**src/rtl/uart_vip_xcvr_if.sv**
```systemverilog
// uart_vip_xcvr_if: byte streams between a UART transceiver and its host.
// master = host side, slave = transceiver side.
interface uart_vip_xcvr_if #(
  parameter int DATA_BITS  = 8,
  parameter int FIFO_DEPTH = 4
);
  localparam int LW = $clog2(FIFO_DEPTH) + 1;

  logic                 tx_valid;
  logic                 tx_ready;
  logic [DATA_BITS-1:0] tx_data;
  logic                 rx_valid;
  logic                 rx_ready;
  logic [DATA_BITS-1:0] rx_data;
  logic [LW-1:0]        rx_level;

  modport master (
    output tx_valid, tx_data, rx_ready,
    input  tx_ready, rx_valid, rx_data, rx_level
  );

  modport slave (
    input  tx_valid, tx_data, rx_ready,
    output tx_ready, rx_valid, rx_data, rx_level
  );
endinterface

```
**src/rtl/uart_vip_xcvr.sv**
```systemverilog
// uart_vip_xcvr: parametrised UART transceiver with RX FIFO and sticky errors.
// Define UART_VIP_PRINT_EN to echo received bytes and errors to the console.
module uart_vip_xcvr #(
  parameter int CLK_HZ     = 100000000,
  parameter int BAUDRATE   = 25000000,
  parameter int DATA_BITS  = 8,
  parameter int PARITY     = 0,
  parameter int STOP_BITS  = 1,
  parameter int FIFO_DEPTH = 4,
  parameter int LOOPBACK   = 0
) (
  input  logic clk,
  input  logic resetn,
  input  logic uart_rx,
  output logic uart_tx,
  uart_vip_xcvr_if.slave bus,
  output logic frame_err,
  output logic parity_err,
  output logic overrun,
  input  logic err_clr
);
  localparam int DIV  = CLK_HZ / BAUDRATE;
  localparam int HALF = DIV / 2;
  localparam int CW   = $clog2(DIV + 1);
  localparam int PW   = $clog2(FIFO_DEPTH);
  localparam int LW   = PW + 1;

  localparam logic [CW-1:0] TX_END  = CW'(DIV - 1);
  localparam logic [CW-1:0] RX_BIT  = CW'(DIV);
  localparam logic [CW-1:0] RX_HALF = CW'(HALF);
  localparam logic [3:0]    D_LAST  = 4'(DATA_BITS - 1);
  localparam logic [3:0]    S_LAST  = 4'(STOP_BITS - 1);
  localparam logic          ODD     = (PARITY == 2);
  localparam logic          HAS_PAR = (PARITY != 0);
  localparam logic          LB      = (LOOPBACK != 0);

  if (DIV < 4 || (CLK_HZ % BAUDRATE) != 0) begin : g_bad_div
    $error("uart_vip_xcvr: CLK_HZ/BAUDRATE must be an integer >= 4");
  end
  if (DATA_BITS < 5 || DATA_BITS > 9 || PARITY > 2 ||
      STOP_BITS < 1 || STOP_BITS > 2) begin : g_bad_fmt
    $error("uart_vip_xcvr: unsupported frame format");
  end
  if (FIFO_DEPTH < 2 || (FIFO_DEPTH & (FIFO_DEPTH - 1)) != 0)
  begin : g_bad_fifo
    $error("uart_vip_xcvr: FIFO_DEPTH must be a power of two >= 2");
  end

  typedef enum logic [2:0] {
    S_IDLE, S_START, S_DATA, S_PARITY, S_STOP
  } state_t;

  logic rx_s1, rx_s2, rx_d;

  always_ff @(posedge clk or negedge resetn) begin
    if (!resetn) begin
      rx_s1 <= 1'b1;
      rx_s2 <= 1'b1;
      rx_d  <= 1'b1;
    end else begin
      rx_s1 <= uart_rx;
      rx_s2 <= rx_s1;
      rx_d  <= rx_s2;
    end
  end

  logic [DATA_BITS-1:0] mem [FIFO_DEPTH];
  logic [PW-1:0]        wr_ptr, rd_ptr;
  logic [LW-1:0]        level;
  logic                 fifo_vld, fifo_full;
  logic                 push, pop;
  logic [DATA_BITS-1:0] head;

  assign fifo_vld  = (level != '0);
  assign fifo_full = (level == LW'(FIFO_DEPTH));
  assign head      = mem[rd_ptr];

  logic                 src_valid;
  logic [DATA_BITS-1:0] src_data;

  // In loopback the FIFO head feeds the transmitter directly.
  assign src_valid = LB ? fifo_vld : bus.tx_valid;
  assign src_data  = LB ? head : bus.tx_data;

  state_t               tx_st, tx_st_n;
  logic [CW-1:0]        tx_cnt, tx_cnt_n;
  logic [3:0]           tx_bit, tx_bit_n;
  logic [DATA_BITS-1:0] tx_sh, tx_sh_n;
  logic                 tx_par, tx_par_n;
  logic                 tx_armed;
  logic                 tx_end, tx_last, tx_rdy, tx_fire;

  assign tx_end  = (tx_cnt == TX_END);
  assign tx_last = (tx_st == S_STOP) && tx_end && (tx_bit == S_LAST);
  assign tx_rdy  = tx_armed && ((tx_st == S_IDLE) || tx_last);
  assign tx_fire = tx_rdy && src_valid;

  always_comb begin
    tx_st_n  = tx_st;
    tx_cnt_n = tx_cnt + CW'(1);
    tx_bit_n = tx_bit;
    tx_sh_n  = tx_sh;
    tx_par_n = tx_par;
    unique case (tx_st)
      S_IDLE: tx_cnt_n = '0;
      S_START: begin
        if (tx_end) begin
          tx_st_n  = S_DATA;
          tx_cnt_n = '0;
          tx_bit_n = '0;
        end
      end
      S_DATA: begin
        if (tx_end) begin
          tx_cnt_n = '0;
          tx_sh_n  = tx_sh >> 1;
          tx_bit_n = tx_bit + 4'd1;
          if (tx_bit == D_LAST) begin
            tx_bit_n = '0;
            tx_st_n  = HAS_PAR ? S_PARITY : S_STOP;
          end
        end
      end
      S_PARITY: begin
        if (tx_end) begin
          tx_st_n  = S_STOP;
          tx_cnt_n = '0;
          tx_bit_n = '0;
        end
      end
      S_STOP: begin
        if (tx_end) begin
          tx_cnt_n = '0;
          tx_bit_n = tx_bit + 4'd1;
          if (tx_bit == S_LAST) tx_st_n = S_IDLE;
        end
      end
      default: tx_st_n = S_IDLE;
    endcase
    // A handshake on the last stop cycle chains straight into a start bit.
    if (tx_fire) begin
      tx_st_n  = S_START;
      tx_cnt_n = '0;
      tx_bit_n = '0;
      tx_sh_n  = src_data;
      tx_par_n = (^src_data) ^ ODD;
    end
  end

  always_ff @(posedge clk or negedge resetn) begin
    if (!resetn) begin
      tx_st    <= S_IDLE;
      tx_cnt   <= '0;
      tx_bit   <= '0;
      tx_sh    <= '0;
      tx_par   <= 1'b0;
      tx_armed <= 1'b0;
    end else begin
      tx_st    <= tx_st_n;
      tx_cnt   <= tx_cnt_n;
      tx_bit   <= tx_bit_n;
      tx_sh    <= tx_sh_n;
      tx_par   <= tx_par_n;
      tx_armed <= 1'b1;
    end
  end

  always_comb begin
    uart_tx = 1'b1;
    unique case (tx_st)
      S_START:  uart_tx = 1'b0;
      S_DATA:   uart_tx = tx_sh[0];
      S_PARITY: uart_tx = tx_par;
      default:  uart_tx = 1'b1;
    endcase
  end

  state_t               rx_st, rx_st_n;
  logic [CW-1:0]        rx_cnt, rx_cnt_n;
  logic [3:0]           rx_bit, rx_bit_n;
  logic [DATA_BITS-1:0] rx_sh, rx_sh_n;
  logic                 rx_pbit, rx_pbit_n;
  logic                 rx_tick, rx_done;

  assign rx_tick = (rx_cnt == RX_BIT);
  assign rx_done = (rx_st == S_STOP) && rx_tick;

  // rx_cnt counts cycles since the last sample (or since the start edge).
  always_comb begin
    rx_st_n   = rx_st;
    rx_cnt_n  = rx_cnt + CW'(1);
    rx_bit_n  = rx_bit;
    rx_sh_n   = rx_sh;
    rx_pbit_n = rx_pbit;
    unique case (rx_st)
      S_IDLE: begin
        rx_cnt_n = CW'(1);
        if (rx_d && !rx_s2) rx_st_n = S_START;
      end
      S_START: begin
        if (rx_cnt == RX_HALF) begin
          rx_cnt_n = CW'(1);
          rx_bit_n = '0;
          rx_st_n  = rx_s2 ? S_IDLE : S_DATA;
        end
      end
      S_DATA: begin
        if (rx_tick) begin
          rx_cnt_n = CW'(1);
          rx_sh_n  = {rx_s2, rx_sh[DATA_BITS-1:1]};
          rx_bit_n = rx_bit + 4'd1;
          if (rx_bit == D_LAST) rx_st_n = HAS_PAR ? S_PARITY : S_STOP;
        end
      end
      S_PARITY: begin
        if (rx_tick) begin
          rx_cnt_n  = CW'(1);
          rx_pbit_n = rx_s2;
          rx_st_n   = S_STOP;
        end
      end
      S_STOP: if (rx_tick) rx_st_n = S_IDLE;
      default: rx_st_n = S_IDLE;
    endcase
  end

  always_ff @(posedge clk or negedge resetn) begin
    if (!resetn) begin
      rx_st   <= S_IDLE;
      rx_cnt  <= '0;
      rx_bit  <= '0;
      rx_sh   <= '0;
      rx_pbit <= 1'b0;
    end else begin
      rx_st   <= rx_st_n;
      rx_cnt  <= rx_cnt_n;
      rx_bit  <= rx_bit_n;
      rx_sh   <= rx_sh_n;
      rx_pbit <= rx_pbit_n;
    end
  end

  logic par_bad, ferr_ev, perr_ev, ovr_ev, good;

  assign par_bad = HAS_PAR && (rx_pbit != ((^rx_sh) ^ ODD));
  assign ferr_ev = rx_done && !rx_s2;
  assign perr_ev = rx_done && rx_s2 && par_bad;
  assign good    = rx_done && rx_s2 && !par_bad;
  assign pop     = fifo_vld && (LB ? tx_fire : bus.rx_ready);
  assign ovr_ev  = good && fifo_full && !pop;
  assign push    = good && !(fifo_full && !pop);

  always_ff @(posedge clk) begin
    if (push) mem[wr_ptr] <= rx_sh;
  end

  always_ff @(posedge clk or negedge resetn) begin
    if (!resetn) begin
      wr_ptr <= '0;
      rd_ptr <= '0;
      level  <= '0;
    end else begin
      if (push) wr_ptr <= wr_ptr + PW'(1);
      if (pop)  rd_ptr <= rd_ptr + PW'(1);
      level <= level + LW'(push) - LW'(pop);
    end
  end

  always_ff @(posedge clk or negedge resetn) begin
    if (!resetn) begin
      frame_err  <= 1'b0;
      parity_err <= 1'b0;
      overrun    <= 1'b0;
    end else begin
      frame_err  <= ferr_ev | (frame_err  & ~err_clr);
      parity_err <= perr_ev | (parity_err & ~err_clr);
      overrun    <= ovr_ev  | (overrun    & ~err_clr);
    end
  end

  assign bus.tx_ready = tx_rdy;
  assign bus.rx_valid = fifo_vld;
  assign bus.rx_data  = fifo_vld ? head : '0;
  assign bus.rx_level = level;

`ifdef UART_VIP_PRINT_EN
  always_ff @(posedge clk) begin
    if (push)    $write("%c", rx_sh);
    if (ferr_ev) $display("[uart_vip] frame error @%0t", $time);
    if (perr_ev) $display("[uart_vip] parity error @%0t", $time);
  end
`else
`endif
endmodule

```
**src/flat_wrapper.sv**
```systemverilog
// flat-port wrapper written by rule: the top's interface ports become plain ports
module uart_vip_xcvr_flat 
#(
  parameter int CLK_HZ     = 100000000,
  parameter int BAUDRATE   = 25000000,
  parameter int DATA_BITS  = 8,
  parameter int PARITY     = 0,
  parameter int STOP_BITS  = 1,
  parameter int FIFO_DEPTH = 4,
  parameter int LOOPBACK   = 0
)
  (clk, resetn, uart_rx, uart_tx, frame_err, parity_err, overrun, err_clr, bus_tx_valid, bus_tx_data, bus_rx_ready, bus_tx_ready, bus_rx_valid, bus_rx_data, bus_rx_level);
  uart_vip_xcvr_if #(.DATA_BITS(DATA_BITS), .FIFO_DEPTH(FIFO_DEPTH)) bus_i ();
  input  logic clk;
  input  logic resetn;
  input  logic uart_rx;
  output logic uart_tx;
  output logic frame_err;
  output logic parity_err;
  output logic overrun;
  input  logic err_clr;
  input wire logic [$bits(bus_i.tx_valid)-1:0] bus_tx_valid;
  input wire logic [$bits(bus_i.tx_data)-1:0] bus_tx_data;
  input wire logic [$bits(bus_i.rx_ready)-1:0] bus_rx_ready;
  output wire logic [$bits(bus_i.tx_ready)-1:0] bus_tx_ready;
  output wire logic [$bits(bus_i.rx_valid)-1:0] bus_rx_valid;
  output wire logic [$bits(bus_i.rx_data)-1:0] bus_rx_data;
  output wire logic [$bits(bus_i.rx_level)-1:0] bus_rx_level;
  assign bus_i.tx_valid = bus_tx_valid;
  assign bus_i.tx_data = bus_tx_data;
  assign bus_i.rx_ready = bus_rx_ready;
  assign bus_tx_ready = bus_i.tx_ready;
  assign bus_rx_valid = bus_i.rx_valid;
  assign bus_rx_data = bus_i.rx_data;
  assign bus_rx_level = bus_i.rx_level;
  uart_vip_xcvr #(.CLK_HZ(CLK_HZ), .BAUDRATE(BAUDRATE), .DATA_BITS(DATA_BITS), .PARITY(PARITY), .STOP_BITS(STOP_BITS), .FIFO_DEPTH(FIFO_DEPTH), .LOOPBACK(LOOPBACK)) u_core (.clk(clk), .resetn(resetn), .uart_rx(uart_rx), .uart_tx(uart_tx), .bus(bus_i), .frame_err(frame_err), .parity_err(parity_err), .overrun(overrun), .err_clr(err_clr));
endmodule
```
**config.mk**
```make
export PLATFORM = sky130hd
export DESIGN_NAME = uart_vip_xcvr_flat
export DESIGN_NICKNAME = d
export VERILOG_FILES = /design/src/rtl/uart_vip_xcvr_if.sv /design/src/rtl/uart_vip_xcvr.sv /design/src/flat_wrapper.sv
export SDC_FILE = /design/constraint.sdc
export NUM_CORES = 1
export LEC_CHECK = 0
export BUFFER_PORTS_ARGS = -buffer_cell sky130_fd_sc_hd__buf_2
export CORE_ASPECT_RATIO = 1.2
export CORE_MARGIN = 3
export CORE_UTILIZATION = 50
export DETAILED_ROUTE_END_ITERATION = 8
export PLACE_DENSITY = 0.69
export SLEW_MARGIN = 20
export SYNTH_ARGS = -nofsm -noshare
export SYNTH_HDL_FRONTEND = slang
export SYNTH_SLANG_ARGS = --single-unit
```
**constraint.sdc**
```tcl
create_clock -name clk -period 2.3 [get_ports clk]
set_clock_uncertainty 0.05 [all_clocks]
set_input_delay 0.46 -clock clk [delete_from_list [all_inputs] [get_ports clk]]
set_output_delay 0.46 -clock clk [all_outputs]
set_load 0.01 [all_outputs]
```
==> run metrics <==
status completed; fin crit share 97.01%; Setup TNS 0 ns; core region area 7317 sq um; Die Y 101.4 um; CP endpoint kind output pin; worst setup path end bus_tx_ready; Reg clk slew, reported paths 0.09 ns; CTS buffer count 9; Hold Vio Cnt, Final 0; Via density 5.249; nets 373; final design utilization 59.49%; final instance area 4353 sq um; die footprint 8670 sq um; most frequent cells in the layout 48 x dfrtp_1, 32 x edfxtp_1, 30 x buf_2; critical path data arrival time 1.72 ns; grt ovf 0; CTS tree built; max-cap viol count 0; fmax 0.4482 GHz; hpwl dp 4347 um; number of flops mapped to enable cells by yosys 32; Die Wd 85.50 um; Worst VDD drop 0.0007141 V; sequential fraction of the synthesis area 59.09%; area occupied by multi-input gates 1470 sq um; Synth Warn # 0; n_diodes 0; start point of the critical path u_core.tx_bit[0]; syn_area_per_cell 12.68 sq um; Reg area 2241 sq um; Max clock buf depth 2; H-tree Lvls 3; cells after synthesis 299; critical path fanouts, max 3; area post-placement 4079 sq um; Root Buffer clkbuf_8; Fillers 603; R2R Path Start u_core.bus.rx_level[2]; total number of vias 2299; Cell Area, Synth 3792 sq um; GRT Util Overall 15.38%; Lkg Pwr 1.808 nW; largest net degree at the start of global routing 29; DRC errors left 0; Final ANT Viol Nets 0; Main synth FF type dfrtp_1; # IOs 31; Worst-Skew Late Latency 0.34 ns; crit path launch type flop; drt total wl 6172 um; Tot Pwr 4.428 mW; reg2reg setup slack 0.13 ns; Worst slew margin 62.11%; first-pass GRT wire length 10490 um; crit-path max cell delay 0.41 ns; Slowest cell on crit path dfrtp_1; number of DRC markers in iteration 0 88; HP Class in2async; Req. time, crit path 1.79 ns; Yosys cell types 48; vias in the first global route 2296; Final setup viols 0; Slew @ Worst Pin 0.5684 ns; Slew Limit Fails 0; Port Buf Inserts 30; syn_nets 329; Final min period 2.231 ns; R2R depth 7; initial antenna violation count 0; Yosys reg bits 83; async set-reset flop share out of synthesis 61.45%; Initial Util 51.83%; row count 34; drt pass-1 iters 4; DR WL/cell 14.09 um; P per Cell Area 1017 nW/um^2; most common cell after layout, fill and taps aside dfrtp_1; terminus of the critical flop-to-flop path u_core.bus.rx_level[2]; layout cells sized above 1 26.44%; Layout area overhead 14.78%; Setup CP Type reg2out; routability cong. 0.7860; Clock Sinks 83; CP Cell Sequence inv_1 -> ha_1 -> nor4bb_4 -> nand2b_4 -> and3_1 -> buf_2
## power by group
group | total, mW | switching, mW | leakage (nW) | internal (mW)
Sequential | 2.07 | 0.290 | 0.926 | 1.78
Combinational | 1.43 | 0.668 | 0.796 | 0.758
Clock | 0.928 | 0.530 | 0.0860 | 0.397
Total | 4.43 | 1.49 | 1.81 | 2.94
## worst min-delay path by stage
stage	start	endpoint
2_1_floorplan	resetn	u_core.bus.rx_level[0]
3_3_place_gp	u_core.rx_s1	u_core.rx_s2
3_5_place_dp	u_core.rx_s1	u_core.rx_s2
4_1_cts	resetn	u_core.tx_sh[3]
5_1_grt	resetn	u_core.tx_sh[3]
6_report	resetn	u_core.tx_sh[3]
## cell usage after synthesis (all sizes together), types with 2 or more instances
cell    instances  area share, %
nand2          20            2.0
and3            2           0.33
mux2            9            2.7
or3             4           0.79
nor3            5           0.66
nand3           6           0.79
clkbuf          5           0.49
nand4b          2           0.46
a31oi           3           0.49
nor2b           3           0.49
a21o            3           0.59
xor2            4           0.92
a22o            3           0.69
ha             15            4.9
mux2i           5            1.3
edfxtp         32             25
o32ai           2           0.46
and2           15            2.5
o21ai          18            2.4
inv            18            1.8
a21oi           8            1.1
dfstp           3            2.1
mux4            8            4.8
nand2b          5           0.82
dfrtp          48             32
xnor2          11            2.5
buf             8            1.2
nor2           18            1.8
## sequential cells by signal, indices dropped and copies added (netlist names)
register and count:
u_core.rx_sh 8, u_core.rx_s2 1, u_core.tx_st 3, u_core.rx_bit 4, u_core.mem 32, u_core.tx_bit 4
u_core.overrun 1, u_core.tx_cnt 3, u_core.rx_cnt 3, u_core.frame_err 1, u_core.wr_ptr 2, u_core.rx_st 3
u_core.parity_err 1, u_core.rx_d 1, u_core.tx_par 1, u_core.bus.rx_level 3, u_core.rx_s1 1, u_core.rd_ptr 2
u_core.tx_sh 8, u_core.tx_armed 1
## critical path: cells and delay by family (launching register included)
| family | cells | cell delay, ns |
|---|---|---|
| flip-flops | 1 | 0.41 |
| adder cells (fa/ha/maj) | 1 | 0.14 |
| buffers and inverters | 2 | 0.19 |
| AND/OR/NAND/NOR | 3 | 0.65 |
## layer usage
metal  share of wire [%]  vias up  track usage (%)
li1                    -     1142                -
met1                  43     1117            17.83
met2                  52       29            27.75
met3                 2.3       11            2.441
met4                 2.1        0            7.308
met5                   0        -                0
## final cells by class
class                           instances  share of cell area, %
Timing Repair Buffer                   46                  6.582
Clock buffer                            9                  2.846
Tap cell                               90                  2.587
Sequential cell                        83                  51.48
Inverter                               18                  1.552
Clock inverter                          7                  1.179
Multi-Input combinational cell        185                  33.77
## kinds of logic (layout without fill, tap and decap cells)
group                    after synthesis  count (layout)  share of synthesized area (%)
AO/OA/AOI/OAI                         44              44                          7.325
XOR/XNOR                              15              15                          3.464
other                                  1               1                        0.09888
AND/OR/NAND/NOR                       87              87                          12.34
multiplexers                          22              22                          8.743
buffers and inverters                 31              80                          3.464
flip-flops                            83              83                          59.09
adder cells (fa/ha/maj)               16              16                          5.477
## repair_timing
item | in CTS | in global routing
hold buffers | 0 | 0
endpoints found under the hold margin | 0 | 0
pin swaps | 0 | 1
setup buffers | 1 | 5
endpoints found under the setup margin | 1 | 20
resized for setup | 6 | 3
gates cloned | 0 | 0
## through the flow
step	cells	setup WS, ns	hold WS, ns
6_report	438	0.06873	0.04618
5_1_grt	438	-0.001848	0.07405
4_1_cts	433	0.01687	0.05296
3_5_place_dp	416	0.08847	0.2978
3_3_place_gp	416	0.1222	0.2973
2_1_floorplan	299	0.002226	0.1144
Note: power is estimated with default switching activity, not from simulation.
